<file path="src/rtl/dlf_pi_decim.sv">
// Decimating PI loop filter for the digital PLL: removes the TDC mid-scale offset, integrates-and-dumps
// 2**DEC_LOG2 samples, subtracts NC and runs a saturating PI. Optional sat counter: `define DLF_SAT_CNT_EN.
module dlf_pi_decim #(
    parameter int TDC_W    = 5,
    parameter int DEC_LOG2 = 5,
    parameter int NC_W     = 15,
    parameter int COEF_W   = 16,
    parameter int FRAC     = 12,
    parameter int OUT_W    = 16
) (
    input  logic                     clk,
    input  logic                     rst,
    input  logic                     enable,
    input  logic                     clear,
    input  logic                     tdc_valid,
    input  logic [TDC_W-1:0]         tdc_dout,
    input  logic [NC_W-1:0]          nc_in,
    input  logic signed [COEF_W-1:0] kp,
    input  logic signed [COEF_W-1:0] ki,
    output logic signed [OUT_W-1:0]  err_out,
    output logic signed [OUT_W-1:0]  dlf_out,
    output logic                     out_valid,
`ifdef DLF_SAT_CNT_EN
    output logic [7:0]               sat_cnt,
`endif
    output logic                     busy
);

    localparam int AW = TDC_W + DEC_LOG2 + 1;
    localparam int SW = TDC_W + 1;
    localparam int PW = COEF_W + OUT_W;
    localparam int WW = 64;
    localparam logic signed [WW-1:0] SMAX = (64'sd1 <<< (OUT_W - 1)) - 64'sd1;
    localparam logic signed [WW-1:0] SMIN = -(64'sd1 <<< (OUT_W - 1));

    typedef enum logic [1:0] {
        IDLE = 2'd0,
        ACC  = 2'd1,
        FILT = 2'd2,
        UPD  = 2'd3
    } state_t;

    function automatic logic signed [OUT_W-1:0] sat_f(input logic signed [WW-1:0] v);
        if (v > SMAX) begin
            sat_f = SMAX[OUT_W-1:0];
        end else if (v < SMIN) begin
            sat_f = SMIN[OUT_W-1:0];
        end else begin
            sat_f = v[OUT_W-1:0];
        end
    endfunction

    function automatic logic clip_f(input logic signed [WW-1:0] v);
        clip_f = (v > SMAX) || (v < SMIN);
    endfunction

    state_t                     state_q, state_d;
    logic signed [AW-1:0]       acc_q, acc_d;
    logic [DEC_LOG2-1:0]        cnt_q, cnt_d;
    logic signed [OUT_W-1:0]    err_q, err_d;
    logic signed [PW-1:0]       pi_q, pi_d, ii_q, ii_d;
    logic signed [OUT_W-1:0]    integ_q, integ_d;
    logic signed [OUT_W-1:0]    dlf_q, dlf_d;
    logic signed [OUT_W-1:0]    err_out_q, err_out_d;
    logic                       valid_q, valid_d;
    logic [7:0]                 sat_cnt_q, sat_cnt_d;

    logic                       samp_en_s, dump_s, filt_s, upd_s;
    logic signed [SW-1:0]       samp_s;
    logic signed [AW-1:0]       acc_sum_s;
    logic signed [OUT_W-1:0]    dec_s;
    logic signed [WW-1:0]       err_wide_s, integ_sum_s, out_sum_s;
    logic signed [PW-1:0]       kp_prod_s, ki_prod_s;

    assign samp_s     = $signed({1'b0, tdc_dout}) - $signed({2'b01, {(TDC_W-1){1'b0}}});
    assign acc_sum_s  = acc_q + AW'(samp_s);
    assign dec_s      = sat_f(WW'(acc_sum_s));
    assign err_wide_s = WW'(dec_s) - $signed(WW'({1'b0, nc_in}));
    assign kp_prod_s  = PW'(kp) * PW'(err_q);
    assign ki_prod_s  = PW'(ki) * PW'(err_q);
    assign integ_sum_s = WW'(integ_q) + WW'(ii_q);
    assign out_sum_s   = integ_sum_s + WW'(pi_q);

    // FSM state register
    always_ff @(posedge clk or posedge rst) begin
        if (rst) begin
            state_q <= IDLE;
        end else begin
            state_q <= state_d;
        end
    end

    // FSM next state; dropping enable returns to IDLE from anywhere
    always_comb begin
        state_d = state_q;
        if (!enable) begin
            state_d = IDLE;
        end else begin
            case (state_q)
                IDLE:    state_d = ACC;
                ACC:     state_d = dump_s ? FILT : ACC;
                FILT:    state_d = UPD;
                UPD:     state_d = ACC;
                default: state_d = IDLE;
            endcase
        end
    end

    // FSM strobes; sampling continues through FILT/UPD so no sample is lost
    always_comb begin
        samp_en_s = 1'b0;
        dump_s    = 1'b0;
        filt_s    = 1'b0;
        upd_s     = 1'b0;
        if (enable && (state_q != IDLE)) begin
            samp_en_s = tdc_valid;
            dump_s    = tdc_valid && (state_q == ACC) && (cnt_q == {DEC_LOG2{1'b1}});
            filt_s    = (state_q == FILT);
            upd_s     = (state_q == UPD);
        end else begin
            samp_en_s = 1'b0;
        end
    end

    // Datapath next-state: accumulator, decimated error, PI products, outputs
    always_comb begin
        acc_d     = acc_q;
        cnt_d     = cnt_q;
        err_d     = err_q;
        pi_d      = pi_q;
        ii_d      = ii_q;
        integ_d   = integ_q;
        dlf_d     = dlf_q;
        err_out_d = err_out_q;
        valid_d   = upd_s;
        sat_cnt_d = sat_cnt_q;

        if (!enable || (state_q == IDLE) || dump_s) begin
            acc_d = '0;
            cnt_d = '0;
        end else if (samp_en_s) begin
            acc_d = acc_sum_s;
            cnt_d = cnt_q + DEC_LOG2'(1);
        end else begin
            acc_d = acc_q;
        end

        if (dump_s) begin
            err_d = sat_f(err_wide_s);
        end else begin
            err_d = err_q;
        end

        if (filt_s) begin
            pi_d = kp_prod_s >>> FRAC;
            ii_d = ki_prod_s >>> FRAC;
        end else begin
            pi_d = pi_q;
        end

        if (upd_s) begin
            err_out_d = err_q;
        end else begin
            err_out_d = err_out_q;
        end

        // clear beats a coincident update, which still signals valid with a zero output
        if (clear) begin
            integ_d   = '0;
            dlf_d     = '0;
            sat_cnt_d = 8'd0;
        end else if (upd_s) begin
            integ_d = sat_f(integ_sum_s);
            dlf_d   = sat_f(out_sum_s);
            if ((clip_f(integ_sum_s) || clip_f(out_sum_s)) && (sat_cnt_q != 8'hFF)) begin
                sat_cnt_d = sat_cnt_q + 8'd1;
            end else begin
                sat_cnt_d = sat_cnt_q;
            end
        end else begin
            integ_d = integ_q;
        end
    end

    // Datapath and output registers
    always_ff @(posedge clk or posedge rst) begin
        if (rst) begin
            acc_q     <= '0;
            cnt_q     <= '0;
            err_q     <= '0;
            pi_q      <= '0;
            ii_q      <= '0;
            integ_q   <= '0;
            dlf_q     <= '0;
            err_out_q <= '0;
            valid_q   <= 1'b0;
            sat_cnt_q <= 8'd0;
        end else begin
            acc_q     <= acc_d;
            cnt_q     <= cnt_d;
            err_q     <= err_d;
            pi_q      <= pi_d;
            ii_q      <= ii_d;
            integ_q   <= integ_d;
            dlf_q     <= dlf_d;
            err_out_q <= err_out_d;
            valid_q   <= valid_d;
            sat_cnt_q <= sat_cnt_d;
        end
    end

    assign err_out   = err_out_q;
    assign dlf_out   = dlf_q;
    assign out_valid = valid_q;
    assign busy      = (state_q != IDLE);
`ifdef DLF_SAT_CNT_EN
    assign sat_cnt   = sat_cnt_q;
`else
    logic unused_sat_s;
    assign unused_sat_s = ^sat_cnt_q;
`endif

endmodule

</file>
<file path="config.mk">
export PLATFORM = sky130hd
export DESIGN_NAME = dlf_pi_decim
export DESIGN_NICKNAME = d
export VERILOG_FILES = /design/src/rtl/dlf_pi_decim.sv
export SDC_FILE = /design/constraint.sdc
export NUM_CORES = 2
export LEC_CHECK = 0
export CAP_MARGIN = 5
export CORE_MARGIN = 5
export CORE_UTILIZATION = 59
export CTS_CLUSTER_SIZE = 30
export DETAILED_ROUTE_END_ITERATION = 10
export PLACE_DENSITY = 0.8
export SYNTH_ARGS = -nofsm -noshare
export SYNTH_HDL_FRONTEND = slang
export SYNTH_SLANG_ARGS = --single-unit
</file>
<file path="constraint.sdc">
create_clock -name clk -period 6.6 [get_ports clk]
set_clock_uncertainty 0.05 [all_clocks]
set_input_delay 1.98 -clock clk [delete_from_list [all_inputs] [get_ports clk]]
set_output_delay 1.98 -clock clk [all_outputs]
set_load 0.01 [all_outputs]
</file>
==> reports/results.tsv <==
metric	value	unit
initial drt markers	1551	
I/O pins	91	
VDD IR-drop max	0.1675	mV
Worst Tran Pin Value	0.9793	ns
post-DP HPWL	56050	um
cells after synthesis	2874	
Rows	77	
Int Pwr	1.590	mW
worst-path fanout max	6	
Largest delay share family, worst path	adder cells	
unrepaired setup endpoints after global routing	true	
MaxCap Viol Count	0	
switching part of the total	29.93	%
H-Tree Depth	4	
CTS root buffer	clkbuf_16	
P_sw	0.6792	mW
ys flop type	dfrtp_1	
TritonCTS buffer count	17	
reg2reg setup slack	-0.18	ns
failing checks	setup timing	
Tot GR Track Use	28.82	%
status	finished with violations	
CP required	6.86	ns
die height	222.5	um
Initial Util	59.98	%
clk slew on worst S/H paths	0.06	ns
final hold violation count	0	
Final WS setup	-0.9267	ns
Seq cells post-synth	123	
Final Critical Period	7.527	ns
synthesis-to-finish area growth	19.99	%
R2R depth	25	
Synth area leader	fa_1	
mapped cell area	0.02664	mm^2
Synth area leaders	fa_1 (40%), dfrtp_1 (12%), ha_1 (11%), inv_1 (8.3%), nand2_1 (5.9%)	
CP Class	in2reg	
Fmax	132.9	MHz
endpoint type of the worst setup path	flip-flop	
Final Setup Violations	38	
TritonCTS clock tree	yes	
sequential share of the synthesized area	11.55	%
first-pass GRT wire length	116000	um
Clk pwr share	41.5	%
Routed WL	70420	um
Unique masters post-synth	87	
Mapped Nets	3684	
CP arrival	7.78	ns
Slew Limit Fails	0	
CP max-delay cell	fa_2	
Critical Path Source Type	input pin	
clk_lat worst skew	0.45	ns
Clock Path Buffers	2	
Crit path largest cell delay	0.56	ns
worst hold start	dlf_out[0]$_DFFE_PP0P_	
Post-synth ARST share	100.0	%
Syn Area/Cell	9.269	um^2
leakage	15.70	nW
P per Cell Area	70.99	mW/mm^2
combinational power share	25.0	%
initial antenna violation count	3	
sequential power share	33.5	%
DP Cell Count	3695	
period utilization	114.0	%
CP Buf/Inv Count	9	
fin cells	3798	
slew margin rel.	34.47	%
most common cell after layout, fill and taps aside	inv_1	
vias in the first global route	23060	
die width	222.5	um
Reg-to-Reg End	pi_q[19]$_DFFE_PP0P_	
EDFF count, synth	0	
worst flop-to-flop path startpoint	err_q[2]$_DFFE_PP0P_	
Final Power	2.269	mW
share of cells above drive strength 1	18.29	%
# nets final	4001	
TritonRoute pass-1 iters	6	
GP Congestion	0.9695	
wire per inst	18.54	um
total die area	0.04950	mm^2
number of buffers added on ports	90	
DRC	0	
Yosys warnings	0	
Hold EP	dlf_out[0]$_DFFE_PP0P_	
core region area	0.04441	mm^2
DRT antenna net count	0	
total negative slack	-19.47	ns
CP dominant cell by count	buf_4	
share of Yosys cell area claimed by the top area cell type	39.53	%
via count	21150	
largest net degree at the start of global routing	81	
clk sink count	123	
commonest non-fill, non-tap cells in the layout	inv_1 (558), fa_1 (513), nand2_1 (384), buf_4 (258), and2_1 (208)	
WHS Path Cells	2	
Via density	5.569	
hold_buf cts	0	
global route overflow	0	
Hold Crit Class	reg2reg	
worst max path at each step:
stage               depth (start not counted)  slack [ns]  startpoint                   end
global route                               26       -1.05       kp[8]  pi_q[19]$_DFFE_PP0P_
detailed placement                         25       -1.68       kp[9]  pi_q[19]$_DFFE_PP0P_
floorplan                                  24       -0.73      kp[10]  pi_q[19]$_DFFE_PP0P_
global placement                           25       -1.54       kp[9]  pi_q[17]$_DFFE_PP0P_
finish                                     26       -0.93       kp[8]  pi_q[19]$_DFFE_PP0P_
CTS                                        24       -0.72       kp[5]  pi_q[19]$_DFFE_PP0P_
final cells by class:
cell class,count,area [um^2]
multi-input cells,2053,21800
well taps,592,740.7
diodes,2,5.005
clock inverters,13,141.4
clock buffers,19,442.9
fillers,3057,12450
flip-flops and latches,123,3078
inverters,591,2221
repair buffers,405,3535
per-stage QoR:
stage	hold WS, ns	setup WS, ns	cell area, um^2	util, %
floorplan	0.4051	-0.7275	27050	-
global placement	0.4088	-1.541	29970	67.48
detailed placement	0.4194	-1.678	29970	67.48
CTS	0.4325	-0.7242	31450	70.81
global route	0.4670	-1.050	31960	71.96
finish	0.4250	-0.9267	31960	71.97
worst min-delay path: stages, from the launching register on:
cell,delay [ns]
dfrtp_1,0.35
nand2_1,0.05
nand2_1,0.05
cell families after synthesis:
group	count (synthesis)	share of synthesized area (%)
AOI/OAI and AO/OA	332	8.717
xor gates and xnor gates	114	3.776
adders and majority gates	766	50.68
buffers and inverters	698	9.981
DFF	123	11.55
muxes	2	0.08454
and+or+nand+nor	839	15.21
per-layer routing:
metal  part of all wire, %  up-vias  global-route usage [%]  routed length (um)
met3                   7.9      191                   6.005                5528
met2                    49      897                   47.70               34420
li1                      -     9459                       -                   -
met4                   3.5        0                   9.664                2487
met5                     0        -                       0                   0
met1                    40    10600                   38.25               27980
power groups by stage:
stage	combinational [mW]	clock [mW]	sequential [mW]
2_1_floorplan	0.329	0	0.774
3_3_place_gp	0.494	0	0.774
3_5_place_dp	0.510	0	0.774
4_1_cts	0.550	0.955	0.761
5_1_grt	0.617	0.990	0.761
6_report	0.568	0.941	0.761
registers in the layout, indices dropped and copies added, names as in the netlist:
name       cells
integ_q       16
state_q        2
cnt_q          5
out_valid      1
err_q         16
pi_q          20
dlf_out       16
ii_q          20
err_out       16
acc_q         11
what timing repair did:
item,CTS,global route
endpoints found under the setup margin,40,40
pin swaps,130,82
resized for setup,226,108
hold endpoints to repair,0,0
gates cloned,1,0
setup buffers,53,20
synthesized netlist by cell type, drive strengths merged (19+ instances only):
library cell,instances
a21o,35
nand2b,42
a21oi,61
xnor2,81
a22o,24
fa,526
nor2,66
and2,218
dfrtp,123
nand2,417
o21ai,92
inv,590
xor2,33
ha,227
clkbuf,100
nor3,19
Note: power is estimated with default switching activity, not from simulation.
==> edit 1: new RTL, config.mk and constraints unchanged <==
`pi_q` no longer has a reset.
--- a/src/rtl/dlf_pi_decim.sv
+++ b/src/rtl/dlf_pi_decim.sv
@@ -189,5 +189,4 @@
             cnt_q     <= '0;
             err_q     <= '0;
-            pi_q      <= '0;
             ii_q      <= '0;
             integ_q   <= '0;
@@ -200,5 +199,4 @@
             cnt_q     <= cnt_d;
             err_q     <= err_d;
-            pi_q      <= pi_d;
             ii_q      <= ii_d;
             integ_q   <= integ_d;
@@ -208,4 +206,8 @@
             sat_cnt_q <= sat_cnt_d;
         end
+    end
+
+    always_ff @(posedge clk) begin
+        pi_q <= pi_d;
     end
 
Formal check against the unedited RTL: same outputs for any inputs over 10 cycles, from zero or initial values and one cycle with rst high; that may be too few to reach the edited logic, so the function may still have changed.
==> edit 1 against the original RTL <==
  * The run still ends with setup timing left
  * Worst hold slack better by 0.0019 ns
  * Synthesized area decreased by 0.37%
  * Sequential cell count did not move
  * Wire length up 5.9%
  * Power up 4.2%
  * Worst setup slack improved by 0.26 ns
  * Cell area is 1.2% higher
  * Synthesized cell count is 0.45% lower
==> edit 1: results (changes against the original RTL) <==
Run status
• **result of the run** finished with violations, unchanged
• **violated checks** setup timing, unchanged

CTS
• **count of buffers added by post-CTS timing repair for setup** 46, was 53
• **CTS-repair resized insts** 288, was 226

Logic synthesis
• **Syn Nets** 3671, was 3684
• **number of flops mapped to enable cells by yosys** 20, was 0
• **Synth Area in Compound Gates** 0.0813, was 0.0872
• **ranking of synthesized cells by area** sky130_fd_sc_hd__fa_1 40%, sky130_fd_sc_hd__ha_1 11%, sky130_fd_sc_hd__dfrtp_1 9.7%, sky130_fd_sc_hd__inv_1 8.2%, sky130_fd_sc_hd__nand2_1 5.8%, was sky130_fd_sc_hd__fa_1 40%, sky130_fd_sc_hd__dfrtp_1 12%, sky130_fd_sc_hd__ha_1 11%, sky130_fd_sc_hd__inv_1 8.3%, sky130_fd_sc_hd__nand2_1 5.9%
• **share of flip-flops with an asynchronous set or reset** 0.837, was 1.00
• **share of cell area taken by muxes after synthesis** 0.00618, was 0.000845
• **post-synthesis share of cell area spent on xor and xnor gates** 0.0360, was 0.0378
• **Seq/Total Area, Yosys** 0.120, was 0.116

Global route
• **initial antenna violation count** 0, was 3
• **global-route wire length before repair** 118 mm, was 116 mm
• **GR Util All Layers** 0.296, was 0.288
• **vias in the first global route** 23.4k, was 23.1k
• **fraction of met3 tracks used by global routing** 0.0681, was 0.0601
• **GRT met1 Usage** 0.377, was 0.383

Route
• **router iterations before antenna repair** 7, was 6
• **number of DRC markers in iteration 0** 1670, was 1551
• **met1 wire length** 28.4 mm, was 28.0 mm
• **length of routed met2 wiring** 36.8 mm, was 34.4 mm
• **sum of met3 wire segment lengths after detailed routing** 6.11 mm, was 5.53 mm

Power and ir drop
• **worst vdd ir** 0.261 mV, was 0.168 mV
• **power attributed to the clock group** 1.01 mW, was 941 uW
• **total power consumption of the routed design** 2.36 mW, was 2.27 mW
• **relative contribution of combinational cells to total power** 0.244, was 0.250

Worst setup path
• **Critical Path Slowest Stage Cell** sky130_fd_sc_hd__fa_1, was sky130_fd_sc_hd__fa_2
• **Critical R2R Capture** ii_q[19]$_DFFE_PP0P_, was pi_q[19]$_DFFE_PP0P_
• **Worst Path Arrival** 7.58 ns, was 7.78 ns
• **R2R cell count** 22, was 25
• **setup slack of the worst register-to-register path** -0.05 ns, was -0.18 ns
• **highest fanout seen on the critical path** 4, was 6
• **Worst R2R Start** err_q[7]$_DFFE_PP0P_, was err_q[2]$_DFFE_PP0P_

Timing
• **TNS Setup** -17.25 ns, was -19.47 ns
• **Final Worst Setup Slack** -0.667 ns, was -0.927 ns
• **total setup violations reported at the end of the flow** 38, unchanged

Placement
• **estimated wirelength of the detail-placed design** 57.5 mm, was 56.0 mm

Finish
• **share of layout cells above drive strength 1** 0.199, was 0.183

## edit 1: stage by stage
step           area (sq um)   util  setup slack, ns  hold slack [ns]
2_1_floorplan         27200      -           -0.808            0.400
3_3_place_gp          30300  0.683            -1.55            0.411
3_5_place_dp          30300  0.683            -1.67            0.411
4_1_cts               31800  0.717           -0.664            0.433
5_1_grt               32300  0.730           -0.823            0.457
6_report              32300  0.730           -0.667            0.427
## edit 1: worst max-delay path: cells and delay by family
kind,cells,cell delay (ns)
adders and majority gates,7,3.24
buffers and inverters,4,0.42
and+or+nand+nor,3,0.51
AOI/OAI and AO/OA,6,1.42
## edit 1: area by class of cell
type / count / area [sq um] / area share
multi-input combinational: 2048 / 21900 / 0.677
timing repair buffer: 413 / 3730 / 0.115
sequential: 123 / 3180 / 0.0983
inverter: 582 / 2190 / 0.0678
tap: 592 / 741 / 0.0229
clock buffer: 18 / 429 / 0.0133
clock inverter: 14 / 185 / 0.00573
antenna: 1 / 2.50 / 0.0000774
==> edit 2: new RTL, config.mk and constraints unchanged <==
Without the edit above. The parameter `OUT_W` goes from 16 to 12.
--- a/src/rtl/dlf_pi_decim.sv
+++ b/src/rtl/dlf_pi_decim.sv
@@ -7,5 +7,5 @@
     parameter int COEF_W   = 16,
     parameter int FRAC     = 12,
-    parameter int OUT_W    = 16
+    parameter int OUT_W    = 12
 ) (
     input  logic                     clk,
Interface: changed (resized dlf_out and err_out); port bits go from 91 to 83. The function was not compared with the original's and may differ.
==> edit 2 against the original RTL <==
  * The run still ends with setup timing left
  * Cell area shrank 27%
  * Sequential cell count decreased by 24
  * Worst setup slack improved by 0.70 ns
  * First-iteration DRC count decreased by 34%
  * Wire length down 28%
  * Sequential power decreased by 19%
  * Largest power group is now registers
  * Synthesized cell count fell by 24%
  * Critical endpoint is now pi_q[14]$_DFFE_PP0P_
  * Clock power fell by 44%
  * Power is 34% lower
  * Critical path depth down 4
  * Synthesized area fell by 26%
  * Register-to-register slack improved by 0.63 ns
  * Sequential share of layout area grew 0.92 points
==> edit 2: results (changes against the original RTL) <==
Power and ir drop
• **share of total power consumed by net switching** 0.304, was 0.299
• **total power consumption of the routed design** 1.50 mW, was 2.27 mW
• **Flop+latch power** 613 uW, was 761 uW

Logic synthesis
• **share of synthesized cell area in full adder, half adder and majority cells** 0.472, was 0.507
• **gate count after technology mapping** 2188, was 2874
• **Synth Area in Compound Gates** 0.0889, was 0.0872

Worst setup path
• **startpoint of the worst setup timing path** kp[7], was kp[8]
• **highest fanout seen on the critical path** 8, was 6
• **Worst Path Arrival** 7.01 ns, was 7.78 ns

Route
• **drt wl/cell** 17.7 um, was 18.5 um
• **sum of met3 wire segment lengths after detailed routing** 3.24 mm, was 5.53 mm
• **length of routed met2 wiring** 25.5 mm, was 34.4 mm
• **routed via count divided by cell count** 5.54, was 5.57

Timing
• **total setup violations reported at the end of the flow** 18, was 38
• **Final Worst Setup Slack** -0.223 ns, was -0.927 ns
• **worst hold slack after final layout** 0.431 ns, was 0.425 ns
• **Max transition margin** 0.392, was 0.345

Finish
• **final cell count without fillers** 2863, was 3798
• **leading registers by flop count** ii_q: 16 flops, pi_q: 16 flops, was ii_q: 20 flops, pi_q: 20 flops
• **share of layout cells above drive strength 1** 0.185, was 0.183
• **multi-input logic portion of the cell area** 0.674, was 0.682
• **clock network area share** 0.0125, was 0.0183
• **Layout Nets** 3001, was 4001

Placement
• **global placement routability congestion** 0.902, was 0.970
• **estimated wirelength of the detail-placed design** 40.3 mm, was 56.0 mm

Global route
• **vias in the first global route** 17.7k, was 23.1k
• **GR Util All Layers** 0.285, was 0.288
• **global-route wire length before repair** 84.8 mm, was 116 mm
• **fraction of met3 tracks used by global routing** 0.0394, was 0.0601
• **met2 usage in global routing** 0.501, was 0.477
• **initial antenna violation count** 1, was 3

Run status
• **result of the run** finished with violations, unchanged
• **violated checks** setup timing, unchanged

CTS
• **number of clock sinks** 99, was 123

[edit 2: cell count changes in the layout (fill, tap and decap cells not counted), sizes merged, moves of 24 or more]
| cell | unedited run | this run |
|---|---|---|
| inv | 592 | 441 |
| and2 | 218 | 116 |
| nand2 | 417 | 347 |
| buf | 333 | 250 |
| dfrtp | 123 | 99 |
| fa | 526 | 356 |
| ha | 227 | 173 |
| o21ai | 92 | 66 |
[edit 2: repair_timing]
item / in CTS / in global routing
gates cloned: 1 / 1
gates resized for setup: 213 / 81
endpoints found under the setup margin: 29 / 38
pin swaps: 100 / 64
setup buffers: 27 / 5
[edit 2: worst paths after layout]
path                                          end  cells after the start
min reg2reg                err_out[8]$_DFFE_PP0P_                      2
max in group asynchronous     ii_q[5]$_DFFE_PP0P_                      3
min                        err_out[8]$_DFFE_PP0P_                      2
min in group asynchronous    acc_q[2]$_DFFE_PP0P_                      2
max reg2reg                  pi_q[14]$_DFFE_PP0P_                     20
max                          pi_q[14]$_DFFE_PP0P_                     22
